**config.mk**
```make
export PLATFORM = sky130hd
export DESIGN_NAME = multicycle_controller
export DESIGN_NICKNAME = d
export VERILOG_FILES = /design/src/rtl/multicycle_controller.sv
export SDC_FILE = /design/constraint.sdc
export NUM_CORES = 1
export LEC_CHECK = 0
export CORE_AREA = 2 2 63 65
export DETAILED_ROUTE_END_ITERATION = 8
export DIE_AREA = 0 0 65 67
export HOLD_SLACK_MARGIN = 0.1
export PLACE_DENSITY_LB_ADDON = 0.2
export SYNTH_ARGS = -nofsm -noshare
export SYNTH_HDL_FRONTEND = slang
export SYNTH_SLANG_ARGS = --single-unit
export TNS_END_PERCENT = 1
```
**constraint.sdc**
```tcl
create_clock -name clk -period 2.17 [get_ports clk]
set_input_delay 0.434 -clock clk [delete_from_list [all_inputs] [get_ports clk]]
set_output_delay 0.434 -clock clk [all_outputs]
set_load 0.05 [all_outputs]
```
**src/rtl/multicycle_controller.sv**
```systemverilog
// Multicycle MIPS-subset control unit: FETCH/DECODE/EXEC/MEM/WB sequencer
// with datapath strobes decoded from state, opcode/opr and zero, plus a retired-instruction counter.
module multicycle_controller (
    input  logic       clk,
    input  logic       rst,
    input  logic [5:0] opcode,
    input  logic [5:0] opr,
    input  logic       zero,
    input  logic       mem_ready,
    output logic       selreg,
    output logic       regdst,
    output logic       alusrc,
    output logic       memread,
    output logic       memwrite,
    output logic       memtoreg,
    output logic       regwrite,
    output logic       pcsrc,
    output logic       jal,
    output logic       jr,
    output logic       jmp,
    output logic [2:0] aluopration,
    output logic       pcwrite,
    output logic       irwrite,
    output logic       illegal,
    output logic [15:0] instret
);

    localparam int unsigned OP_W  = 6;
    localparam int unsigned ALU_W = 3;
    localparam int unsigned CNT_W = 16;

    localparam logic [OP_W-1:0] OP_RTYPE = 6'b000000;
    localparam logic [OP_W-1:0] OP_ADDI  = 6'b001000;
    localparam logic [OP_W-1:0] OP_SLTI  = 6'b001010;
    localparam logic [OP_W-1:0] OP_LW    = 6'b100011;
    localparam logic [OP_W-1:0] OP_SW    = 6'b101011;
    localparam logic [OP_W-1:0] OP_BEQ   = 6'b000100;
    localparam logic [OP_W-1:0] OP_J     = 6'b000010;
    localparam logic [OP_W-1:0] OP_JAL   = 6'b000011;

    localparam logic [OP_W-1:0] FN_ADD = 6'b100000;
    localparam logic [OP_W-1:0] FN_SUB = 6'b100010;
    localparam logic [OP_W-1:0] FN_AND = 6'b100100;
    localparam logic [OP_W-1:0] FN_OR  = 6'b100101;
    localparam logic [OP_W-1:0] FN_SLT = 6'b101010;
    localparam logic [OP_W-1:0] FN_JR  = 6'b001000;

    localparam logic [ALU_W-1:0] ALU_AND = 3'b000;
    localparam logic [ALU_W-1:0] ALU_OR  = 3'b001;
    localparam logic [ALU_W-1:0] ALU_ADD = 3'b010;
    localparam logic [ALU_W-1:0] ALU_SUB = 3'b110;
    localparam logic [ALU_W-1:0] ALU_SLT = 3'b111;

    typedef enum logic [2:0] {
        S_FETCH  = 3'd0,
        S_DECODE = 3'd1,
        S_EXEC   = 3'd2,
        S_MEM    = 3'd3,
        S_WB     = 3'd4
    } state_e;

    state_e           state_q, state_d;
    logic [CNT_W-1:0] instret_q, instret_d;

    logic             is_rtype, is_jr, is_j, is_jal, is_beq, is_lw, is_sw, is_addi, is_slti;
    logic             r_legal, legal;
    logic [ALU_W-1:0] r_alu, exec_alu;
    logic             exec_alusrc;

    // Instruction classification from the held instruction register fields
    always_comb begin
        is_rtype = (opcode == OP_RTYPE);
        is_addi  = (opcode == OP_ADDI);
        is_slti  = (opcode == OP_SLTI);
        is_lw    = (opcode == OP_LW);
        is_sw    = (opcode == OP_SW);
        is_beq   = (opcode == OP_BEQ);
        is_j     = (opcode == OP_J);
        is_jal   = (opcode == OP_JAL);
        is_jr    = is_rtype && (opr == FN_JR);

        r_legal = 1'b1;
        r_alu   = ALU_ADD;
        case (opr)
            FN_ADD:  r_alu = ALU_ADD;
            FN_SUB:  r_alu = ALU_SUB;
            FN_AND:  r_alu = ALU_AND;
            FN_OR:   r_alu = ALU_OR;
            FN_SLT:  r_alu = ALU_SLT;
            FN_JR:   r_alu = ALU_ADD;
            default: r_legal = 1'b0;
        endcase

        legal = (is_rtype && r_legal) || is_addi || is_slti || is_lw || is_sw
              || is_beq || is_j || is_jal;

        if (is_rtype) begin
            exec_alu = r_alu;
        end else if (is_slti) begin
            exec_alu = ALU_SLT;
        end else if (is_beq) begin
            exec_alu = ALU_SUB;
        end else begin
            exec_alu = ALU_ADD;
        end
        exec_alusrc = is_addi || is_slti || is_lw || is_sw;
    end

    // Next state and control strobes; everything is held low while rst is asserted
    always_comb begin
        state_d     = state_q;
        selreg      = 1'b0;
        regdst      = 1'b0;
        alusrc      = 1'b0;
        memread     = 1'b0;
        memwrite    = 1'b0;
        memtoreg    = 1'b0;
        regwrite    = 1'b0;
        pcsrc       = 1'b0;
        jal         = 1'b0;
        jr          = 1'b0;
        jmp         = 1'b0;
        aluopration = ALU_AND;
        pcwrite     = 1'b0;
        irwrite     = 1'b0;
        illegal     = 1'b0;

        if (!rst) begin
            case (state_q)
                S_FETCH: begin
                    memread = 1'b1;
                    if (mem_ready) begin
                        irwrite = 1'b1;
                        state_d = S_DECODE;
                    end
                end
                S_DECODE: begin
                    if (!legal) begin
                        illegal = 1'b1;
                        pcwrite = 1'b1;
                        state_d = S_FETCH;
                    end else if (is_j) begin
                        jmp     = 1'b1;
                        pcwrite = 1'b1;
                        state_d = S_FETCH;
                    end else if (is_jal) begin
                        jmp      = 1'b1;
                        jal      = 1'b1;
                        selreg   = 1'b1;
                        regwrite = 1'b1;
                        pcwrite  = 1'b1;
                        state_d  = S_FETCH;
                    end else if (is_jr) begin
                        jmp         = 1'b1;
                        jr          = 1'b1;
                        aluopration = ALU_ADD;
                        pcwrite     = 1'b1;
                        state_d     = S_FETCH;
                    end else begin
                        state_d = S_EXEC;
                    end
                end
                S_EXEC: begin
                    aluopration = exec_alu;
                    alusrc      = exec_alusrc;
                    if (is_beq) begin
                        pcsrc   = zero;
                        pcwrite = 1'b1;
                        state_d = S_FETCH;
                    end else if (is_lw || is_sw) begin
                        state_d = S_MEM;
                    end else begin
                        state_d = S_WB;
                    end
                end
                S_MEM: begin
                    aluopration = ALU_ADD;
                    alusrc      = 1'b1;
                    memread     = is_lw;
                    memwrite    = is_sw;
                    if (mem_ready) begin
                        if (is_lw) begin
                            state_d = S_WB;
                        end else begin
                            pcwrite = 1'b1;
                            state_d = S_FETCH;
                        end
                    end
                end
                S_WB: begin
                    aluopration = exec_alu;
                    alusrc      = exec_alusrc;
                    regwrite    = 1'b1;
                    pcwrite     = 1'b1;
                    regdst      = is_rtype;
                    memtoreg    = is_lw;
                    state_d     = S_FETCH;
                end
                default: state_d = S_FETCH;
            endcase
        end
    end

    // Each PC update retires one instruction, illegal ones included
    always_comb begin
        instret_d = instret_q + CNT_W'(pcwrite);
    end

    always_ff @(posedge clk or posedge rst) begin
        if (rst) begin
            state_q   <= S_FETCH;
            instret_q <= '0;
        end else begin
            state_q   <= state_d;
            instret_q <= instret_d;
        end
    end

    assign instret = instret_q;

endmodule

```
### Word level (Yosys, flattened, before mapping)

Cells that the tools add are included.
Widths: inputs -> output; s select.

| word-level totals | value |
|---|---|
| output and inout bits | 33 |
| register bits | 19 |

| operators by class | value |
|---|---|
| eq/ne operators | 19 |
| reductions and logical operators | 18 |
| mux-type cells | 64 |
| bitwise logic cells | 1 |
| add/subtract/negate cells | 1 |

Operators with widths:

| kind | count |
|---|---|
| $eq 6x6->1 const B | 7 |
| $mux 1 | 40 |
| $mux 3 | 9 |
| $pmux 3 s4 | 2 |
| $eq 6x4->1 const B | 3 |
| $add 16x1->16 | 1 |
| $mux 2 | 8 |
| $eq 6x2->1 const B | 2 |
| $logic_or 1x1->1 | 11 |
| $pmux 3 s3 | 1 |
| $eq 3x2->1 const B | 2 |
| $eq 6x3->1 const B | 1 |
| $logic_not 6->1 | 1 |
| $pmux 1 s2 | 3 |
| $reduce_or 6->1 | 1 |
| $ne 2x2->1 const B | 2 |
| $pmux 1 s4 | 1 |
| $eq 3x1->1 const B | 1 |
| $eq 3x3->1 const B | 1 |
| $logic_not 3->1 | 1 |
| $reduce_and 3->1 | 1 |
| $logic_and 1x1->1 | 2 |
| $reduce_or 2->1 | 1 |
| $not 1->1 | 1 |

### Logic depth before layout (Yosys ltp)

| depth | value |
|---|---|
| depth in word-level cells | 15 |
| depth in mapped cells | 13 |
| gate-level depth less buffers | 12 |

### Least setup slack after synthesis

No wires, ideal clock.

| path | value |
|---|---|
| kind | input to register |
| from | input port opcode[1] |
| to | register instret_q[14], in the netlist instret[14] |
| arrival | 3.248 ns |
| setup slack | -1.219 ns |
| stages | 13 |
| library setup time | 0.141 ns |
| path buffers | 1 |
| required time | 2.029 ns |
| cells stage by stage | buf_6 > nor2b_1 > a211oi_1 > o22ai_1 > a32oi_1 > o21ai_0 > a21oi_1 > ha_1 > ha_1 > nand2_1 > nor3_1 > nand3_1 > xnor2_1 |

| between the ends | value |
|---|---|
| cells in the longest elaborated chain, start to end | 13 |
| elaborated cells between the ends (all ways) | 27 |
| classes of those cells | add/sub (1); eq/ne (7); mux (9); reduce/logical (10) |

RTL lines:

| what | RTL line | source |
|---|---|---|
| from (decl) | 6 | `input logic [5:0] opcode,` |
| $logic_not 6->1 | 72 | `is_rtype = (opcode == OP_RTYPE);` |
| $logic_and 1x1->1 | 94 | `legal = (is_rtype && r_legal) \|\| is_addi \|\| is_slti \|\| is_lw \|\| is_sw` |
| $logic_or 1x1->1 (4 in series) | 94 |  |
| $logic_or 1x1->1 (3 in series) | 95 | `\|\| is_beq \|\| is_j \|\| is_jal;` |
| $mux 1 | 138 | `if (!legal) begin` |
| $pmux 1 s4 (*) | 129 | `case (state_q)` |
| $mux 1 (*) | 128 | `if (!rst) begin` |
| named net pcwrite | 22 | `output logic pcwrite,` |
| $add 16x1->16 (*) | 206 | `instret_d = instret_q + CNT_W'(pcwrite);` |
| named net instret_d[14] | 63 | `logic [CNT_W-1:0] instret_q, instret_d;` |
| to (signal assigned) | 215 | `instret_q <= instret_d;` |
| to (decl) | 63 |  |

Mark *: on every way through the listed nets, which the timed path passes. The rest lies on a longest branch.
A chain may end at the register's enable or synchronous reset.

### Worst setup path after layout

| path | value |
|---|---|
| from | input port opr[1] |
| to | output port aluopration[1] |

| between the ends | value |
|---|---|
| cells in the longest elaborated chain, start to end | 14 |
| elaborated cells between the ends (all ways) | 25 |
| classes of those cells | eq/ne (6); mux (9); reduce/logical (10) |

RTL lines:

| what | RTL line | source |
|---|---|---|
| from (decl) | 7 | `input logic [5:0] opr,` |
| $eq 6x4->1 / $eq 6x6->1 (equally long branches) | 80, 84 |  |
| $reduce_or 6->1 (no line) | -- |  |
| $mux 1 | 84 | `case (opr)` |
| $logic_and 1x1->1 | 94 |  |
| $logic_or 1x1->1 (4 in series) | 94 |  |
| $logic_or 1x1->1 (3 in series) | 95 |  |
| $mux 2 | 138 |  |
| $pmux 3 s3 (*) | 129 |  |
| $mux 3 (*) | 128 |  |
| to (decl) | 21 | `output logic [2:0] aluopration,` |

Every way passes the cells marked *; elsewhere a longest branch is shown, timed or not.

==> reports/metrics.cfg <==
[sta]
hold_viol = 0
setup_ws_ps = -247
min_period_ps = 2420
worstMarginPinSlew_ps = 719
fmax_mhz = 414
slew_viol_final = 0
clock_skew_ps = 7.43
whs_ps = 473
finalSetupViolCount = 26
fin_crit_sh_pct = 111
slew_headroom_pct = 52.0
rsz0062_at_grt = yes

[power]
vdd_drop_max_v = 0.000807
p_leak_nw = 1.21
p_per_area_mw_per_mm2 = 513

[floorplan]
die_width_um = 65
die_h_um = 67
start_util_pct = 39.4
num_io_pins = 49
rows = 22
die-area_sq_mm = 0.00436
design.core.area_sq_mm = 0.00361

[layout]
regArea_sq_um = 478
multi_input_area_sq_mm = 0.00112
antenna_cells = 0
syn_to_final_growth_pct = 99.9
fin_nets = 286
n_fill_cell = 219
drive_above_1_share_pct = 50.9

[routing]
via_count = 1708
drt_iter0_drc = 109
ant_nets = 0
drt_wl_total_mm = 5.33
drc = 0
wl_per_cell_um = 16.9
vias_per_cell = 5.42
first_pass_iters = 4

[worst_setup_path]
cp.arrival_ps = 1980
setup.worst_path.class = in2out
cp.required_ps = 1740
start_kind = primary input
worstSetupEndpointType = output port
regToRegSetupSlack_ps = -10
r2r_end = instret[12]
worstPathMaxFanout = 5
rr_startpoint = state_q[0]
reg2regPathDepth = 10

[synthesis]
async_reset_ff_share_pct = 100
synth_top_cell_by_area = dfrtp_1
synth-edff-count = 0
yosysWarnings = 0
ys_types = 46
synth_flop_cell = dfrtp_1
syn_inst = 165
yosysTopAreaCellShare_pct = 33.5
synth_seq_cells = 19
synth_nets = 183
avgSynthCellArea_sq_um = 8.61
syn_area_sq_mm = 0.00142
synth-seq-area-share_pct = 33.5
ys_top_cells_by_area = dfrtp_1, xnor2_1, nor2_1

[global_route]
grt-ovfl-total = 0
grt_start_max_net_pins = 20
antenna_found_initial = 0
grt_pass1_wl_mm = 8.42
grt_usage_pct = 25.0
grt_pass1_vias = 1763

[hold_path]
holdPathEnd = instret[15]
hp-class = reg2reg
hp-start = instret[15]
hold_depth = 1

[run_status]
status = complete, but fails checks
violations = negative setup slack

[placement]
place_ws_ps = -925
gp_congestion = 0.897
dp_hpwl_mm = 3.45
io_buffers = 48

[clocking]
clkTransAtPathRegs_ps = 70
cts_max_level = 1
clk_path_buf_depth = 2
hold_buffers = 0
cts_tree = done
cts_sinks = 19
cts_made_buffers = 3
clock_latency_ps = 250
cts_root_buf = clkbuf_8

[run]
max-cap-violations = 0

[worst max-delay path by stage]
stage / from / to
finish: opr[1] / aluopration[1]
global route: opr[0] / aluopration[1]
CTS: opcode[2] / aluopration[1]
detailed placement: opcode[1] / instret[15]
global placement: opcode[1] / instret[15]
floorplan: opcode[1] / instret[14]
[area by class of cell]
class | count | area share [%]
Clock buffer | 4 | 1.59
Sequential cell | 19 | 16.8
Multi-Input combinational cell | 132 | 39.4
Inverter | 5 | 0.661
Timing Repair Buffer | 107 | 39.5
Tap cell | 48 | 2.11
[Yosys cell counts, types with 5 or more instances]
master	number
and3_1	5
xnor2_1	11
a21oi_1	5
nor2b_1	5
nand3_1	12
nor2_1	20
inv_1	5
dfrtp_1	19
nor3_1	8
buf_6	5
nand2_1	13
o21ai_0	7
[critical path, stage by stage]
cell and delay (ps):
dlygate4sd2_1 270, buf_4 170, and4bb_2 320, buf_4 120
a31oi_1 70, o31a_1 280, nor2_1 140, buf_6 170
[layer usage]
layer / vias up / global-route usage (%) / share of wire, %
li1: 795 / - / -
met1: 832 / 31.4 / 40
met2: 71 / 41.6 / 52
met3: 10 / 6.25 / 6.3
met4: 0 / 8.78 / 1.6
met5: - / 0 / 0
[state kept, by name, indices dropped and copies added (netlist names)]
signal / flops
state_q: 3
instret: 16
[kinds of logic after synthesis]
family,Yosys count,share of synthesized area [%]
fa+ha+maj,2,1.76
flops,19,33.5
mux,2,1.41
compound gates,29,13.9
buf+inv,14,6.78
xor+xnor,15,9.24
simple gates,84,33.5
[where the power goes]
group | internal [mW] | switching (mW)
registers | 0.406 | 0.101
logic | 0.306 | 0.405
clock network | 0.130 | 0.109
total | 0.842 | 0.615
[cell usage in the layout, fill, tap and decap left out, drive strengths merged, types with 2 or more instances in the layout]
cell type / Yosys / final
clkdlybuf4s50: 0 / 19
and3: 5 / 5
ha: 2 / 2
nand2b: 2 / 2
nand2: 14 / 14
nor3b: 2 / 2
buf: 8 / 85
nor4: 4 / 4
nor2b: 5 / 5
nand3: 13 / 13
xnor2: 11 / 11
nor2: 20 / 20
xor2: 4 / 4
dlygate4sd2: 0 / 3
o21a: 3 / 3
nor3: 10 / 10
a21oi: 6 / 6
nand4: 4 / 4
inv: 5 / 5
o21ai: 7 / 7
dfrtp: 19 / 19
clkbuf: 1 / 4
a211oi: 3 / 3
mux2i: 2 / 2
[stage by stage]
step	power [mW]	instances	utilization, %	instance area, sq um	TNS (ps)
floorplan	0.844	165	-	1510	-8060
global placement	1.11	293	67.4	2430	-16480
detailed placement	1.13	293	67.4	2430	-19300
CTS	1.44	314	76.0	2740	-1740
global route	1.52	315	78.8	2840	-5090
finish	1.46	315	78.8	2840	-2880
[repair_timing]
action                                  CTS  global route
setup buffers                            17             1
endpoints found under the setup margin   33            31
gates resized for setup                  81            26
pin swaps                                27            19
(Power assumes the default switching activity.)
